[config.mk]
export PLATFORM = sky130hd
export DESIGN_NAME = pipe_stage_chain
export DESIGN_NICKNAME = d
export VERILOG_FILES = /design/src/rtl/pipe_stage_chain.sv
export SDC_FILE = /design/constraint.sdc
export NUM_CORES = 1
export LEC_CHECK = 0
export CORE_MARGIN = 5
export CORE_UTILIZATION = 30
export CTS_BUF_LIST = sky130_fd_sc_hd__clkbuf_8
export CTS_CLUSTER_DIAMETER = 80
export DETAILED_ROUTE_END_ITERATION = 12
export REMOVE_ABC_BUFFERS = 1
export SLEW_MARGIN = 20
export SYNTH_ARGS = -nofsm -noshare
export SYNTH_HDL_FRONTEND = slang
export SYNTH_SLANG_ARGS = --single-unit
[constraint.sdc]
create_clock -name clk -period 1.89 [get_ports clk]
set_clock_uncertainty 0.2 [all_clocks]
set_input_delay 0.378 -clock clk [delete_from_list [all_inputs] [get_ports clk]]
set_output_delay 0.378 -clock clk [all_outputs]
set_load 0.02 [all_outputs]
[src/rtl/pipe_stage_chain.sv]
// Parametrised inter-stage pipeline latch chain with per-stage valid bits,
// flush-over-stall priority, zeroed bubbles, occupancy and stall/flush stats.
module pipe_stage_chain #(
  parameter int W     = 64,
  parameter int DEPTH = 1,
  parameter int CNT_W = 16,
  parameter int OCC_W = 4
) (
  input  logic             clk,
  input  logic             clr,
  input  logic             Enable_in,
  input  logic             flush,
  input  logic             valid_in,
  input  logic [W-1:0]     din,
  output logic [W-1:0]     dout,
  output logic             valid_out,
  output logic             Enable_out,
  output logic [OCC_W-1:0] occupancy,
  output logic [CNT_W-1:0] stall_cnt,
  output logic [CNT_W-1:0] flush_cnt
);

  logic [DEPTH-1:0][W-1:0] data_q = '0;
  logic [DEPTH-1:0][W-1:0] data_d;
  logic [DEPTH-1:0]        vld_q = '0;
  logic [DEPTH-1:0]        vld_d;
  logic                    en_q = 1'b0;
  logic                    en_d;
  logic [OCC_W-1:0]        occ_q = '0;
  logic [OCC_W-1:0]        occ_d;
  logic [CNT_W-1:0]        stall_q = '0;
  logic [CNT_W-1:0]        stall_d;
  logic [CNT_W-1:0]        flush_q = '0;
  logic [CNT_W-1:0]        flush_d;

  always_comb begin
    data_d  = data_q;
    vld_d   = vld_q;
    occ_d   = occ_q;
    stall_d = stall_q;
    flush_d = flush_q;
    en_d    = Enable_in;
    if (flush) begin
      data_d = '0;
      vld_d  = '0;
      occ_d  = '0;
      if (flush_q != '1)
        flush_d = flush_q + CNT_W'(1);
    end else if (Enable_in) begin
      for (int k = DEPTH - 1; k > 0; k--) begin
        data_d[k] = data_q[k-1];
        vld_d[k]  = vld_q[k-1];
      end
      // bubbles enter as all-zero so no stale control bits travel
      data_d[0] = valid_in ? din : '0;
      vld_d[0]  = valid_in;
      occ_d     = occ_q + OCC_W'(valid_in)
                - OCC_W'(vld_q[DEPTH-1]);
    end else begin
      if (stall_q != '1)
        stall_d = stall_q + CNT_W'(1);
    end
  end

  always_ff @(posedge clk) begin
    if (clr) begin
      data_q  <= '0;
      vld_q   <= '0;
      en_q    <= 1'b0;
      occ_q   <= '0;
      stall_q <= '0;
      flush_q <= '0;
    end else begin
      data_q  <= data_d;
      vld_q   <= vld_d;
      en_q    <= en_d;
      occ_q   <= occ_d;
      stall_q <= stall_d;
      flush_q <= flush_d;
    end
  end

  assign dout       = data_q[DEPTH-1];
  assign valid_out  = vld_q[DEPTH-1];
  assign Enable_out = en_q;
  assign occupancy  = occ_q;
  assign stall_cnt  = stall_q;
  assign flush_cnt  = flush_q;

endmodule

After elaboration in Yosys (flattened, before gate mapping)
Cells that the tools add are included.
{"block": "classes", "muxes": 1, "n_bitwise": 2, "eq_ne": 2, "n_reduce_logical": 3, "add_sub_neg": 4}
{"cell": "64-bit 2-to-1 mux", "n": 1}
{"cell": "16-bit by 1-bit adder with 16-bit output (second input constant)", "n": 2}
{"cell": "16-bit != test (second input constant)", "n": 2}
{"cell": "4-bit by 1-bit adder with 4-bit output", "n": 1}
{"cell": "4-bit by 1-bit subtractor with 4-bit output", "n": 1}
{"cell": "3-bit AND reduction", "n": 1}
{"cell": "1-bit inverter", "n": 2}
{"cell": "2-bit AND reduction", "n": 1}
{"cell": "2-bit OR reduction", "n": 1}
{"block": "totals", "in_bits": 69, "ff_bits": 102, "output_inout_bits": 102, "elab_cells": 18}

Longest topological paths before layout
Gate-level depths: netlist (run 1).
{"block": "depth", "word_depth": 2, "ltp_mapped": 10, "mapped_depth_nobuf": 10}

Least setup slack after synthesis (run 1)
OpenSTA, ideal clock, no wires.
{"block": "synth_path", "path_type": "register to register", "startpoint": "reg stall_q[0], in the netlist stall_cnt[0]", "endpoint": "reg stall_q[3], in the netlist stall_cnt[3]", "period_less_slack_ps": 2027, "stages_incl_launch_ff": 7, "n_path_buf": 1, "t_required_ps": 1567, "setup_time_ps": 123, "t_arrival_ps": 1704, "slack_ps": -137, "path_cell_list": "dfxtp_1 > ha_1 > nand3_1 > nor4_1 > buf_2 > nor4_1 > mux2_1"}
{"block": "synth_between", "elab_chain_len": 2, "word_cells_on_any_way": 3, "cone_classes": "1 x add/sub; 1 x eq/ne; 1 x reduce/logical"}
{"element": "start: declaration", "line_no": "31", "text": "logic [CNT_W-1:0] stall_q = '0;"}
{"element": "start signal: assignment", "line_no": "78", "text": "stall_q <= stall_d;"}
{"element": "branches (longest 2 deep; another with 16-bit by 1-bit adder with 16-bit output)"}
Several ways; the timed one is not identified.
A chain may end at the register's enable or synchronous reset.

Worst setup path after layout (run 1)
{"block": "layout_path", "startpoint": "reg occ_q[0], in the netlist occupancy[0]", "endpoint": "reg occ_q[3], in the netlist occupancy[3]"}
{"block": "layout_between", "elab_chain_len": 2}
{"element": "start: declaration", "line_no": "29", "text": "logic [OCC_W-1:0] occ_q = '0;"}
{"element": "start signal: assignment", "line_no": "70", "text": "occ_q <= '0;"}
{"element": "start signal: assignment", "line_no": "77", "text": "occ_q <= occ_d;"}
{"element": "4-bit by 1-bit adder with 4-bit output", "line_no": "57", "text": "occ_d = occ_q + OCC_W'(valid_in)"}
{"element": "4-bit by 1-bit subtractor with 4-bit output", "line_no": "58", "text": "- OCC_W'(vld_q[DEPTH-1]);"}
No other way between the ends.

==> flow_metrics.py, run 1 <==
metrics = {
    "run_status": {
        "status": "complete, but fails checks",
        "violations": "setup timing",
    },
    "pwr": {
        "p_per_area_nw_per_um2": 633.7,
        "power.total_w": 0.004202,
        "leakagePower_nw": 2.896,
        "peakVddDrop_mv": 0.3280,
    },
    "cells_and_area": {
        "area_delta_synth_final_pct": 62.53,
        "finish.utilization_pct": 49.88,
        "final_cell_mix": "dlygate4sd2_1 (102), dfxtp_1 (87), nor2_1 (83)",
        "layout_commonest_cell": "dlygate4sd2_1",
        "nets": 730,
        "drive_above_1_share_pct": 18.97,
        "diodes": 0,
    },
    "logic_synthesis": {
        "yosys.area_share.simple_pct": 20.09,
        "synth_seq_cells": 102,
        "synth_compound_area_share_pct": 19.56,
        "synth_top_flop_cell": "dfxtp_1",
        "yosys.area_share.xor_xnor_pct": 0.8586,
        "syn_avg_cell_area_um2": 9.190,
        "synthMuxAreaShare_pct": 2.852,
        "synthArstFlopShare_pct": 0,
        "syn_inst": 444,
        "synthAdderAreaFrac_pct": 2.331,
        "yosys_warnings": 0,
        "syn_area_um2": 4080,
        "synth_edf_count": 0,
        "synth_top_family_by_area": "simple AND/OR/NAND/NOR gates",
        "seq_area_frac_synth_pct": 50.05,
        "yosysUniqueCellTypes": 43,
    },
    "floorplanning": {
        "num_rows": 42,
        "die_h_um": 126.6,
        "core_region_area_um2": 13300,
        "die_w_um": 126.6,
        "initial_core_util_pct": 30.69,
        "die-area_um2": 16030,
        "io_pins": 171,
    },
    "clocking": {
        "cts.sinks": 102,
        "clockBufferDepth": 2,
        "cts_root_buf": "clkbuf_8",
        "cts_buffers": 9,
        "cts.clk_slew.worst_paths_ps": 100,
        "cts_hold_buf": 0,
        "clkLatencyLatePin_ps": 370,
        "htree_levels": 3,
        "tritoncts": "yes",
    },
    "sta": {
        "setup-violations-final": 1,
        "setup_slack_ps": -0.3719,
        "fin_crit_ps": 1890,
        "post-route-period-util_pct": 100.0,
        "fin_setup_tns_ps": -0.3719,
        "slew_headroom_pct": 74.08,
        "max_clock_freq_mhz": 529.0,
        "worst_slew_pin_slew_ps": 383.8,
        "drv_slew": 0,
        "rsz0062_at_grt": "true",
        "holdWs_ps": 271.6,
        "hold_viol_final": 0,
    },
    "setup_path": {
        "crit_arrival_ps": 1990,
        "worst-setup-path-type": "flip-flop to flip-flop",
        "worst_ep_required_time_ps": 1990,
        "path_max_fanout": 2,
        "endpoint_kind": "flip-flop",
        "startpoint_type": "flip-flop",
    },
    "route": {
        "drt_iter0_drc": 220,
        "num_vias": 4174,
        "drtAntennaViolNets": 0,
        "routedWlPerCell_um": 16.22,
        "dr.pass1.iters": 4,
        "wl_um": 13540,
        "vias_per_cell": 4.999,
        "drc_errors": 0,
    },
    "job": {
        "max_cap_violations": 0,
    },
    "placed_design": {
        "io_buffers": 170,
        "place_congestion": 0.8205,
        "post-dp-hpwl_um": 10110,
    },
    "grt": {
        "grt.overflow.total": 0,
        "grt_usage_pct": 16.86,
        "grt_start_max_net_pins": 40,
        "antenna_found_initial": 0,
        "grt_pass1_vias": 4342,
        "grt_first_pass_wirelength_um": 21900,
    },
    "hold_path": {
        "hold_path_class": "input port to flip-flop",
    },
}
-- metal layers --
layer	global-route usage, %	share of wire, %	vias up
li1	-	-	2047
met2	27.15	45	161
met3	9.374	12	19
met5	0	0	-
met1	18.84	41	1947
met4	5.868	1.9	0
-- area by class of cell --
type | count | area [um^2]
fill | 1278 | 6664
timing repair buffer | 229 | 2082
sequential | 102 | 2061
multi-input combinational | 299 | 2011
tap | 176 | 220.2
clock buffer | 10 | 137.6
clock inverter | 6 | 68.82
inverter | 13 | 51.30
-- worst max-delay path: stages, from the launching register on --
cell     delay [ps]
dfxtp_2         350
inv_2            40
ha_4            250
inv_2            40
ha_4            150
a21o_1          160
a21oi_2         160
mux2i_2         270
mux2i_1         200
-- synth_stat cells (all sizes together), types with 2 or more instances --
cell type,instances,share of area [%]
o2111ai,2,0.43
o311ai,2,0.43
or3,8,1.2
o31ai,9,1.7
o21ai,7,0.86
nor4,9,1.5
dfxtp,102,50
a21oi,20,2.5
mux2i,6,1.5
a22oi,64,12
nand2,13,1.2
and3,5,0.77
nor3,4,0.49
xor2,3,0.64
or4,8,1.5
o41ai,5,1.3
clkbuf,18,1.7
nor2,83,7.6
nand4,10,1.8
buf,12,1.4
and4,4,0.86
ha,6,1.8
nor2b,5,0.77
inv,12,1.1
mux2,5,1.4
nand3,12,1.6
-- final timing paths --
kind                                     from            end  slack (ps)  depth (start not counted)
worst min-delay path                Enable_in   occupancy[1]         270                          3
worst max-delay path             occupancy[0]   occupancy[3]        -0.4                          8
worst max register to register   occupancy[0]   occupancy[3]        -0.4                          8
worst min register to register  stall_cnt[10]  stall_cnt[10]         300                          1
-- logic make-up after synthesis --
group                      Yosys count
muxes                               11
adders and majority gates            7
and+or+nand+nor                    164
AOI/OAI and AO/OA                  113
xor gates and xnor gates             4
buffers and inverters               43
DFF                                102
-- stage by stage --
step / cell area, um^2 / setup WS [ps] / instances
5_1_grt: 6631 / -79.88 / 835
2_1_floorplan: 3955 / -539.0 / 414
3_3_place_gp: 6349 / -490.2 / 814
4_1_cts: 6496 / -8.089 / 831
3_5_place_dp: 6349 / -518.7 / 814
6_report: 6631 / -0.3719 / 835
-- flip-flops by register name, indices dropped and copies added, names as in the netlist --
signal      flops
dout           64
flush_cnt      16
stall_cnt      16
occupancy       4
Enable_out      1
valid_out       1
-- what timing repair did --
action,4_1_cts,5_1_grt
buffers inserted,1,4
hold endpoints to repair,0,0
endpoints found under the setup margin,115,20
pin swaps,5,10
gates resized for setup,121,29
-- where the power goes --
part | internal (W) | switching, W | total, W
logic | 0.000281 | 0.000259 | 0.000541
clock network | 0.000659 | 0.000793 | 0.00145
registers | 0.00219 | 0.0000229 | 0.00221
total | 0.00313 | 0.00107 | 0.00420
(Power assumes the default switching activity.)
==> run 2: changes to the inputs <==
--- a/config.mk
+++ b/config.mk
@@ -7,9 +7,10 @@
 export LEC_CHECK = 0
 export CORE_MARGIN = 5
 export CORE_UTILIZATION = 30
-export CTS_BUF_LIST = sky130_fd_sc_hd__clkbuf_8
+export CTS_BUF_LIST = sky130_fd_sc_hd__clkbuf_2
 export CTS_CLUSTER_DIAMETER = 80
 export DETAILED_ROUTE_END_ITERATION = 12
+export RECOVER_POWER = 100
 export REMOVE_ABC_BUFFERS = 1
 export SLEW_MARGIN = 20
 export SYNTH_ARGS = -nofsm -noshare
==> flow_metrics.py, run 2 (synthesis results as in run 1) <==
metrics = {
    "clocking": {
        "cts.sinks": 102,
        "cts.clk_slew.worst_paths_ps": 300,
        "cts_buffers": 9,
        "clkLatencyLatePin_ps": 590,
        "tritoncts": "yes",
        "htree_levels": 3,
        "cts_hold_buf": 0,
        "cts_root_buf": "clkbuf_2",
        "clockBufferDepth": 2,
    },
    "run_status": {
        "status": "complete, but fails checks",
        "violations": "setup timing",
    },
    "sta": {
        "max_clock_freq_mhz": 511.8,
        "fin_crit_ps": 1954,
        "worst_slew_pin_slew_ps": 386.0,
        "setup_slack_ps": -63.85,
        "setup-violations-final": 6,
        "hold_viol_final": 0,
        "drv_slew": 0,
        "rsz0062_at_grt": "true",
        "slew_headroom_pct": 73.93,
        "post-route-period-util_pct": 103.4,
    },
    "setup_path": {
        "worst_path_largest_cell_delay_ps": 400,
        "r2r.worst_path.cells": 8,
        "worst-setup-path-type": "flip-flop to flip-flop",
        "endpoint_kind": "flip-flop",
        "startpoint_type": "flip-flop",
        "path_max_fanout": 2,
        "worst_ep_required_time_ps": 2220,
        "r2r_slack_ps": -60,
        "path_cells": "inv_2 > ha_4 > inv_2 > ha_4 > a21o_1 > a21oi_2 > mux2i_2 > mux2i_1",
        "cp-startpoint": "occupancy[0]",
        "crit_arrival_ps": 2280,
        "reg2reg_to": "occupancy[3]",
        "crit_slowest_cell": "dfxtp_2",
        "r2r_start": "occupancy[0]",
        "crit_end": "occupancy[3]",
    },
    "pwr": {
        "power.total_w": 0.003848,
        "p_per_area_nw_per_um2": 565.5,
        "peakVddDrop_mv": 0.4222,
        "leakagePower_nw": 2.870,
    },
    "floorplanning": {
        "die_h_um": 126.6,
        "die_w_um": 126.6,
        "core_region_area_um2": 13300,
        "num_rows": 42,
        "initial_core_util_pct": 30.69,
        "die-area_um2": 16030,
        "io_pins": 171,
    },
    "route": {
        "drt_iter0_drc": 206,
        "vias_per_cell": 4.971,
        "wl_met3_um": 1606,
        "num_vias": 4360,
        "routed.top_layer": "met4",
        "dr.pass1.iters": 5,
        "drc_errors": 0,
        "wl_met2_um": 6866,
        "drtAntennaViolNets": 0,
        "wl_um": 14460,
        "routedWlPerCell_um": 16.48,
        "met1Wirelength_um": 5754,
    },
    "placed_design": {
        "io_buffers": 170,
        "post-place-cells": 814,
        "post-dp-hpwl_um": 10110,
        "place_congestion": 0.8205,
    },
    "cells_and_area": {
        "diodes": 0,
        "seq_area_um2": 2100,
        "largest_reg_flops": 64,
        "drive_above_1_share_pct": 41.94,
        "area_delta_synth_final_pct": 66.76,
        "nets": 772,
        "layout_commonest_cell": "nor2_1",
        "final_cell_mix": "nor2_1 (83), dfxtp_1 (72), buf_2 (71)",
        "fillers": 1288,
        "finalNonFillerCells": 877,
        "multi_input_area_um2": 2112,
    },
    "grt": {
        "grt.overflow.total": 0,
        "antenna_found_initial": 0,
        "grt_first_pass_wirelength_um": 22750,
        "grt_usage_pct": 17.52,
        "grt_pass1_vias": 4588,
        "grt_start_max_net_pins": 40,
    },
    "job": {
        "max_cap_violations": 0,
    },
    "hold_path": {
        "hold_path_class": "input port to flip-flop",
    },
}
run 2: cell types whose count changed in the layout (fill, tap and decap cells not counted), sizes merged:
cell | previous run | this run
buf | 59 | 175
dlygate4sd2 | 102 | 0
clkbuf | 10 | 24
clkdlybuf4s15 | 1 | 13
clkdlybuf4s50 | 66 | 67
clkinv | 2 | 3
dlygate4sd3 | 0 | 1
dlymetal6s2s | 1 | 0
run 2: routing by layer:
metal | vias to the layer above | global-route usage [%]
li1 | 2132 | -
met1 | 2049 | 19.46
met2 | 163 | 29.20
met3 | 16 | 8.617
met4 | 0 | 6.057
met5 | - | 0
run 2: how the worst min path moves through the flow:
stage	end	cells after the start	slack [ps]	start
2_1_floorplan	Enable_out	1	240	clr
3_3_place_gp	occupancy[3]	2	290	occupancy[3]
3_5_place_dp	flush_cnt[15]	2	290	flush_cnt[15]
4_1_cts	dout[61]	3	70	din[61]
5_1_grt	dout[19]	3	90	din[19]
6_report	dout[14]	3	150	din[14]
run 2: layout make-up:
cell class / instances / area share, %
well taps: 176 / 3.236
inverters: 13 / 0.7540
multi-input cells: 299 / 31.04
repair buffers: 271 / 32.38
clock buffers: 9 / 0.6620
clock inverters: 7 / 1.067
flip-flops and latches: 102 / 30.86
run 2: power by group:
part | internal (W) | switching [W] | total, W | leakage, nW
clock network | 0.000312 | 0.000769 | 0.00108 | 0.0703
logic | 0.000286 | 0.000266 | 0.000552 | 1.96
registers | 0.00219 | 0.0000254 | 0.00221 | 0.843
total | 0.00279 | 0.00106 | 0.00385 | 2.87
run 2: timing repair:
item / in CTS / in global routing
buffers inserted: 34 / 13
resized for setup: 551 / 62
endpoints found under the setup margin: 112 / 39
pin swaps: 6 / 20
endpoints found under the hold margin: 0 / 0
cloned: 0 / 1
run 2: critical path, delay by kind of cell (launching register included):
kind / cells / cell delay [ps]
flip-flops: 1 / 400
adder cells (fa/ha/maj): 2 / 390
buffers and inverters: 2 / 70
multiplexers: 2 / 500
AO/OA/AOI/OAI: 2 / 320
run 2: metrics by stage:
stage	hold slack [ps]	setup WS (ps)	instance area, um^2	util (%)	setup TNS, ps
after detailed placement	294.1	-518.7	6349	47.75	-28600
after floorplan	244.7	-539.0	3955	-	-23450
after global routing	92.14	-149.0	6804	51.18	-2481
final	152.2	-63.85	6804	51.18	-124.3
after CTS	65.15	-62.48	6691	50.33	-62.48
after global placement	289.8	-490.2	6349	47.75	-25920
==> run 3: changes to the inputs <==
--- a/config.mk
+++ b/config.mk
@@ -5,6 +5,7 @@
 export SDC_FILE = /design/constraint.sdc
 export NUM_CORES = 1
 export LEC_CHECK = 0
+export CAP_MARGIN = 20
 export CORE_MARGIN = 5
 export CORE_UTILIZATION = 30
 export CTS_BUF_LIST = sky130_fd_sc_hd__clkbuf_2
==> results of run 3 <==
Final layout, timing and power as in run 2 (identical DEF).
